==> src/rtl/rs5_plic.sv <==
// rs5_plic: platform-level interrupt controller with up to 31 edge-triggered sources and a claim/complete handshake.
// Define RS5_PLIC_THRESHOLD_EN to implement the threshold register; otherwise the threshold is hardwired to 0.
module rs5_plic #(
    parameter int i_cnt = 1
) (
    input  logic             clk,
    input  logic             reset,
    input  logic             en_i,
    input  logic [3:0]       we_i,
    input  logic [23:0]      addr_i,
    input  logic [31:0]      data_i,
    output logic [31:0]      data_o,
    input  logic [i_cnt-1:0] irq_i,
    input  logic             iack_i,
    output logic [i_cnt-1:0] iack_o,
    output logic             irq_o
);

    localparam logic [21:0] W_PENDING = 22'h000400;
    localparam logic [21:0] W_ENABLE  = 22'h000800;
    localparam logic [21:0] W_THRESH  = 22'h080000;
    localparam logic [21:0] W_CLAIM   = 22'h080001;

    logic [21:0]      word;
    logic             wr_en;
    logic             rd_en;
    logic [2:0]       threshold;

    logic [i_cnt:1]   pending_q, pending_d;
    logic [i_cnt:1]   enable_q, enable_d;
    logic [i_cnt:1]   qual;
    logic [i_cnt-1:0] irq_prev_q, irq_prev_d;
    logic [i_cnt-1:0] iack_o_q, iack_o_d;
    logic [4:0]       claim_q, claim_d;
    logic [31:0]      data_o_q, data_o_d;
    logic             irq_o_q, irq_o_d;

    logic [4:0]       win_id_c   [0:i_cnt];
    logic [2:0]       win_prio_c [0:i_cnt];
    logic [2:0]       prio_rd_c  [0:i_cnt];
    logic [4:0]       win_id;
    logic             win_valid;
    logic             claim_fire;
    logic             complete;
    logic [31:0]      rdata;
    logic             unused_bits;

    assign word        = addr_i[23:2];
    assign wr_en       = en_i && (we_i != 4'd0);
    assign rd_en       = en_i && (we_i == 4'd0);
    assign unused_bits = ^{addr_i[1:0], data_i};

`ifdef RS5_PLIC_THRESHOLD_EN
    logic [2:0] threshold_q, threshold_d;

    assign threshold_d = (wr_en && we_i[0] && (word == W_THRESH)) ? data_i[2:0] : threshold_q;

    always_ff @(posedge clk) begin
        if (reset) begin
            threshold_q <= '0;
        end else begin
            threshold_q <= threshold_d;
        end
    end

    assign threshold = threshold_q;
`else
    assign threshold = 3'd0;
`endif

    // Winner search is a ripple chain from ID 1 upward; a strictly greater priority is
    // required to displace the current candidate, so ties resolve to the lowest ID.
    assign win_id_c[0]   = '0;
    assign win_prio_c[0] = '0;
    assign prio_rd_c[0]  = '0;

    genvar gi;
    generate
        for (gi = 1; gi <= i_cnt; gi++) begin : g_src
            logic [2:0] prio_q, prio_d;
            logic       take;

            assign prio_d = (wr_en && we_i[0] && (word == 22'(gi))) ? data_i[2:0] : prio_q;

            always_ff @(posedge clk) begin
                if (reset) begin
                    prio_q <= '0;
                end else begin
                    prio_q <= prio_d;
                end
            end

            assign enable_d[gi] = (wr_en && we_i[gi/8] && (word == W_ENABLE)) ? data_i[gi] : enable_q[gi];
            assign qual[gi]     = pending_q[gi] && enable_q[gi] && (prio_q > threshold);

            assign take           = qual[gi] && ((win_id_c[gi-1] == 5'd0) || (prio_q > win_prio_c[gi-1]));
            assign win_id_c[gi]   = take ? 5'(gi) : win_id_c[gi-1];
            assign win_prio_c[gi] = take ? prio_q : win_prio_c[gi-1];
            assign prio_rd_c[gi]  = (word == 22'(gi)) ? prio_q : prio_rd_c[gi-1];

            // A claim of this source overrides any edge arriving in the same cycle.
            assign pending_d[gi] = (pending_q[gi] ||
                                    (irq_i[gi-1] && !irq_prev_q[gi-1] && (claim_q != 5'(gi))))
                                   && !(claim_fire && (win_id == 5'(gi)));
            assign iack_o_d[gi-1] = claim_fire && (win_id == 5'(gi));
        end
    endgenerate

    assign win_id     = win_id_c[i_cnt];
    assign win_valid  = (win_id != 5'd0);
    assign claim_fire = iack_i && (claim_q == 5'd0) && win_valid;
    assign complete   = wr_en && we_i[0] && (word == W_CLAIM) &&
                        (claim_q != 5'd0) && (data_i[4:0] == claim_q);
    assign irq_prev_d = irq_i;
    assign irq_o_d    = win_valid && (claim_q == 5'd0);

    always_comb begin
        claim_d = claim_q;
        if (complete) begin
            claim_d = '0;
        end
        if (claim_fire) begin
            claim_d = win_id;
        end
    end

    always_comb begin
        rdata = '0;
        case (word)
            W_PENDING: rdata[i_cnt:1] = pending_q;
            W_ENABLE:  rdata[i_cnt:1] = enable_q;
            W_THRESH:  rdata[2:0]     = threshold;
            W_CLAIM:   rdata[4:0]     = claim_q;
            default:   rdata[2:0]     = prio_rd_c[i_cnt];
        endcase
    end

    assign data_o_d = rd_en ? rdata : data_o_q;

    always_ff @(posedge clk) begin
        if (reset) begin
            pending_q  <= '0;
            enable_q   <= '0;
            irq_prev_q <= '0;
            iack_o_q   <= '0;
            claim_q    <= '0;
            data_o_q   <= '0;
            irq_o_q    <= 1'b0;
        end else begin
            pending_q  <= pending_d;
            enable_q   <= enable_d;
            irq_prev_q <= irq_prev_d;
            iack_o_q   <= iack_o_d;
            claim_q    <= claim_d;
            data_o_q   <= data_o_d;
            irq_o_q    <= irq_o_d;
        end
    end

    assign data_o = data_o_q;
    assign iack_o = iack_o_q;
    assign irq_o  = irq_o_q;

endmodule

==> config.mk <==
export PLATFORM = sky130hd
export DESIGN_NAME = rs5_plic
export DESIGN_NICKNAME = d
export VERILOG_FILES = /design/src/rtl/rs5_plic.sv
export SDC_FILE = /design/constraint.sdc
export NUM_CORES = 1
export LEC_CHECK = 0
export ABC_AREA = 1
export CORE_ASPECT_RATIO = 0.5
export CORE_MARGIN = 2
export CORE_UTILIZATION = 31
export DETAILED_ROUTE_END_ITERATION = 10
export HOLD_SLACK_MARGIN = 0.1
export PLACE_DENSITY_LB_ADDON = 0.05
export SLEW_MARGIN = 20
export SYNTH_ARGS = -nofsm -noshare
export SYNTH_HDL_FRONTEND = slang
export SYNTH_SLANG_ARGS = --single-unit
==> constraint.sdc <==
create_clock -name clk -period 1.5 [get_ports clk]
set_input_delay 0.15 -clock clk [delete_from_list [all_inputs] [get_ports clk]]
set_output_delay 0.15 -clock clk [all_outputs]
set_load 0.01 [all_outputs]
## Word-level counts from Yosys, hierarchy flattened

Index checks and enable logic that the tools add are counted.

- Word-level logic and storage cells: 52
- Output and inout port bits: 34
- Input port bits: 65
- Flip-flop bits (word level): 18

- Muxes and demuxes: 8
- Reduce and logical (&&, ||, !) cells: 27
- Equality and inequality tests: 8
- Magnitude comparators: 1

Operator list:

| kind | number |
|---|---|
| $eq A22 B20 Y1 const B | 2 |
| $eq A22 B1 Y1 const B | 1 |
| $eq A22 B11 Y1 const B | 1 |
| $eq A22 B12 Y1 const B | 1 |
| $logic_and A1 B1 Y1 | 17 |
| $mux W5 | 2 |
| $reduce_bool A5 Y1 | 2 |
| $eq A5 B5 Y1 | 1 |
| $logic_not A5 Y1 | 1 |
| $ne A5 B1 Y1 const B | 1 |
| $logic_not A4 Y1 | 1 |
| $pmux W1 S2 | 2 |
| $pmux W1 S4 | 1 |
| $reduce_bool A4 Y1 | 1 |
| $gt A3 B1 Y1 const B | 1 |
| $mux W3 | 1 |
| $reduce_or A3 Y1 | 1 |
| $logic_not A1 Y1 | 2 |
| $mux W2 | 1 |
| $reduce_bool A2 Y1 | 1 |
| $eq A1 B1 Y1 const B | 1 |
| $logic_or A1 B1 Y1 | 1 |
| $mux W1 | 1 |

## Longest topological paths before layout

- Depth after elaboration: 8
- Gate-level depth with buffers: 8

## Worst setup path before layout

No wires, ideal clock.

- Kind: input to register
- From: in addr_i[21]
- To: reg g_src[1].prio_q[0]
- Slack: 0.562 ns
- Buffers on the path: 0
- Stages on the path: 5
- Arrival: 0.825 ns
- Path through: or2_4 -> nor2_8 -> nand4_4 -> nor2_1 -> nor2_1

- Cells in the longest elaborated chain, start to end: 2

Ends and longest elaborated chain:

| element | line | source |
|---|---|---|
| start, declared | 10 | `input logic [23:0] addr_i,` |
| $eq A22 B1 Y1 | 83 | `assign prio_d = (wr_en && we_i[0] && (word == 22'(gi))) ? data_i[2:0] : prio_q;` |
| $logic_and A1 B1 Y1 | 83 |  |
| end signal, assigned | 89 | `prio_q <= prio_d;` |
| end, declared | 80 | `logic [2:0] prio_q, prio_d;` |

Every way passes these cells.
A chain may end at the register's enable or synchronous reset.

## Final worst setup path

- From: reg data_o_q[2], in the netlist data_o[2]
- To: out data_o[2]

RTL lines:

| element | line | source |
|---|---|---|
| start, declared | 35 | `logic [31:0] data_o_q, data_o_d;` |
| start signal, assigned | 155 | `data_o_q <= data_o_d;` |
| end, declared | 12 | `output logic [31:0] data_o,` |

No word-level cell between the ends.

==> key figures <==
Clock network
  – Worst-path clk slew: 50 ps
  – CTS tree: yes
  – Post-cts resize count: 0
  – Hold_buf cts: 0
  – H-tree depth: 1
  – Clock latency at the later pin of the worst-skew pair: around 240 ps
  – CTS buffer count: 3
  – Clock sink count: 12
  – Setup repair bufs after CTS: 0
  – CTS Buffer Depth: 2
  – Clk root buf: clkbuf_8

Cells and area
  – Diode count: 0
  – Multi-input gate area: 558 um^2
  – Register area: 240 um^2
  – Fillcell total: 325
  – Share of layout cells above drive strength 1: roughly 9.0%
  – # nets final: 244
  – Core Util, Final: 45.2%
  – P&R area growth vs syn: 40.6%

Worst setup path
  – CP endpoint kind: output pin
  – Crit path max-delay cell type: clkdlybuf4s50_1
  – Worst setup path startpoint: data_o[2]
  – CP Max Fanout: 2
  – Reg2reg end: pending_q
  – CP Class: register to output pin
  – Crit path buf inv count: 1
  – Worst path depth: 1
  – Crit path DAT: 1090 ps
  – Startpoint type of the worst setup path: register
  – Crit path to: data_o[2]
  – Max stage delay on crit path: around 530 ps
  – Flop2flop setup slack: 510 ps
  – CP delay by family, top: buffers and inverters
  – RR Startpoint: g_src[1].prio_q[0]
  – Worst path cell trace: clkdlybuf4s50_1
  – Reg2reg path depth: 5
  – Required @ worst endpoint: 1350 ps

Yosys
  – Post-synth EDFFs: 0
  – Main flop type after synthesis: dfxtp_1
  – Seq cells post-synth: 12
  – Synth area leader: dfxtp_1
  – Netlist cell types: 26
  – Top cells by area, synth: dfxtp_1 (25%), buf_4 (23%), nor2_1 (12%), nand2_1 (5.9%), nand4_1 (5.3%)
  – Mean Syn Cell Area: 7.11 um^2
  – Async set-or-reset flop fraction in the synthesized netlist: 0%
  – Post-synthesis cell count: 134
  – Synth top cells by count: nor2_1 (30), buf_4 (29), nand2_1 (15)
  – Top-count cell post-synth: nor2_1
  – Yosys warnings: 0
  – Top cell type's share of synthesized area: 25.2%
  – Post-Syn Area: 952 um^2
  – Post-synthesis sequential area ratio: 25.2%

Die
  – Placeable Area: 2960 um^2
  – Initial core utilization: 32.2%
  – Die area: 3560 um^2
  – Height of the die: around 43 um
  – Die Wd: between 80 and 90 um
  – Rows: 14
  – # IOs: 99

GRT
  – Total GRT Usage: 12.2%
  – Global-route wire length before repair: 3320 um
  – Layer with the highest usage: met2
  – GR Util met1: about 16%
  – Met2 Use GR: between 10% and 20%
  – Initial antenna violation count: 0
  – Total grt overflow: 0
  – Vias in the first global route: roughly 800
  – Largest net degree at the start of global routing: 10
  – Met3 usage: 3.40%

Route
  – Drt drc: 0
  – Routed vias/inst: 3.99
  – Wire length per cell: 8.77 um
  – Via count: 865
  – Post-route ant nets: 0
  – DR pass1 iterations: 4
  – Initial DRC Count: 31
  – DRT Wirelength: 1900 um

STA
  – F_max: a little over 800 MHz
  – RSZ-0062 raised after global routing: false
  – Fin crit share: 82.8%
  – Max Slew Vio Count: 0
  – Final count of hold timing violations: 0
  – Layout Skew: 2.21 ps
  – Period minus WS final: between 1000 and 1500 ps
  – Setup TNS: 0 ps
  – Setup violations, final: 0

Status
  – Status: completed

Power and ir drop
  – Gate power share: 22.8%
  – Flop pwr share: 41.2%
  – LEAKAGE: 0.642 nW
  – Peak supply drop: between 0.5 and 0.6 mV
  – Pwr dens: 595 nW/um^2
  – Internal power: approximately 0.0006 W
  – P_sw: 0.000196 W
  – Sw Ratio: 24.6%
  – Power, Total: 0.000796 W
  – Clock power frac: between 30% and 40%

Place
  – Routability Congestion: 0.771
  – DP HPWL: 1650 um
  – IO buf count: 40

Hold path
  – Min-Delay Path Class: input port to register

Flow run
  – Max cap viols: 0
## power groups by stage
stage | registers [W] | clock network [W] | logic [W]
6_report | 0.000328 | 0.000286 | 0.000182
2_1_floorplan | 0.000334 | 0 | 0.000129
5_1_grt | 0.000329 | 0.000311 | 0.000205
3_5_place_dp | 0.000334 | 0 | 0.000181
3_3_place_gp | 0.000334 | 0 | 0.000180
4_1_cts | 0.000328 | 0.000297 | 0.000182
## stage by stage
step                      cells  instance area (um^2)  setup WS (ps)  hold WS (ps)
after CTS                   217                  1340            248           450
after floorplan             162                  1060            562           222
after global placement      214                  1300           38.0           495
after global routing        217                  1340            121           503
after detailed placement    214                  1300           18.6           489
final                       217                  1340            258           454
## worst register-to-register path: cells and delay by family, from the launching register on
family / cells / cell delay (ps)
compound gates: 1 / 120
buf+inv: 1 / 60
flops: 1 / 340
simple gates: 3 / 370
## logic make-up after synthesis
logic type,Yosys count,share of synthesized area [%]
compound gates,7,4.47
buf+inv,40,27.2
flops,12,25.2
other cells,1,0.394
simple gates,74,42.7
## cells in the final DEF (no fill, tap or decap), drive strengths merged
master and instances:
clkdlybuf4s50 40, nor2 35, conb 29, nand2 18, dfxtp 12, inv 11
nand4 9, nand3 6, o21ai 4, clkbuf 3, or2 2, nor3 2
nand2b 1, nand3b 1, a21oi 1, o211a 1, o21a 1, buf 1
## metal layers
metal	vias up	wire, um
met5	-	0
li1	454	-
met4	0	9
met3	2	212
met2	47	813
met1	362	867
## sequential cells by signal, summed over array words and instances, names as in the netlist
signal	flops
claim_q	1
data_o	3
enable_q	1
g_src.prio_q	3
iack_o	1
irq_o	1
irq_prev_q	1
pending_q	1
## worst min-delay path by stage
stage	to	from	slack, ps	cells past startpoint
4_1_cts	irq_prev_q	irq_i	450	3
2_1_floorplan	iack_o	reset	220	1
6_report	irq_prev_q	irq_i	450	3
3_5_place_dp	data_o[2]	g_src[1].prio_q[2]	490	2
3_3_place_gp	data_o[2]	g_src[1].prio_q[2]	490	2
5_1_grt	irq_prev_q	irq_i	500	3
## final cells by class
class	instances	area share, %
timing repair buffer	41	30.5
sequential	12	17.9
tap	40	3.74
multi-input combinational	110	41.7
clock buffer	3	3.08
inverter	11	3.08
Power figures use the tool's default switching activity.
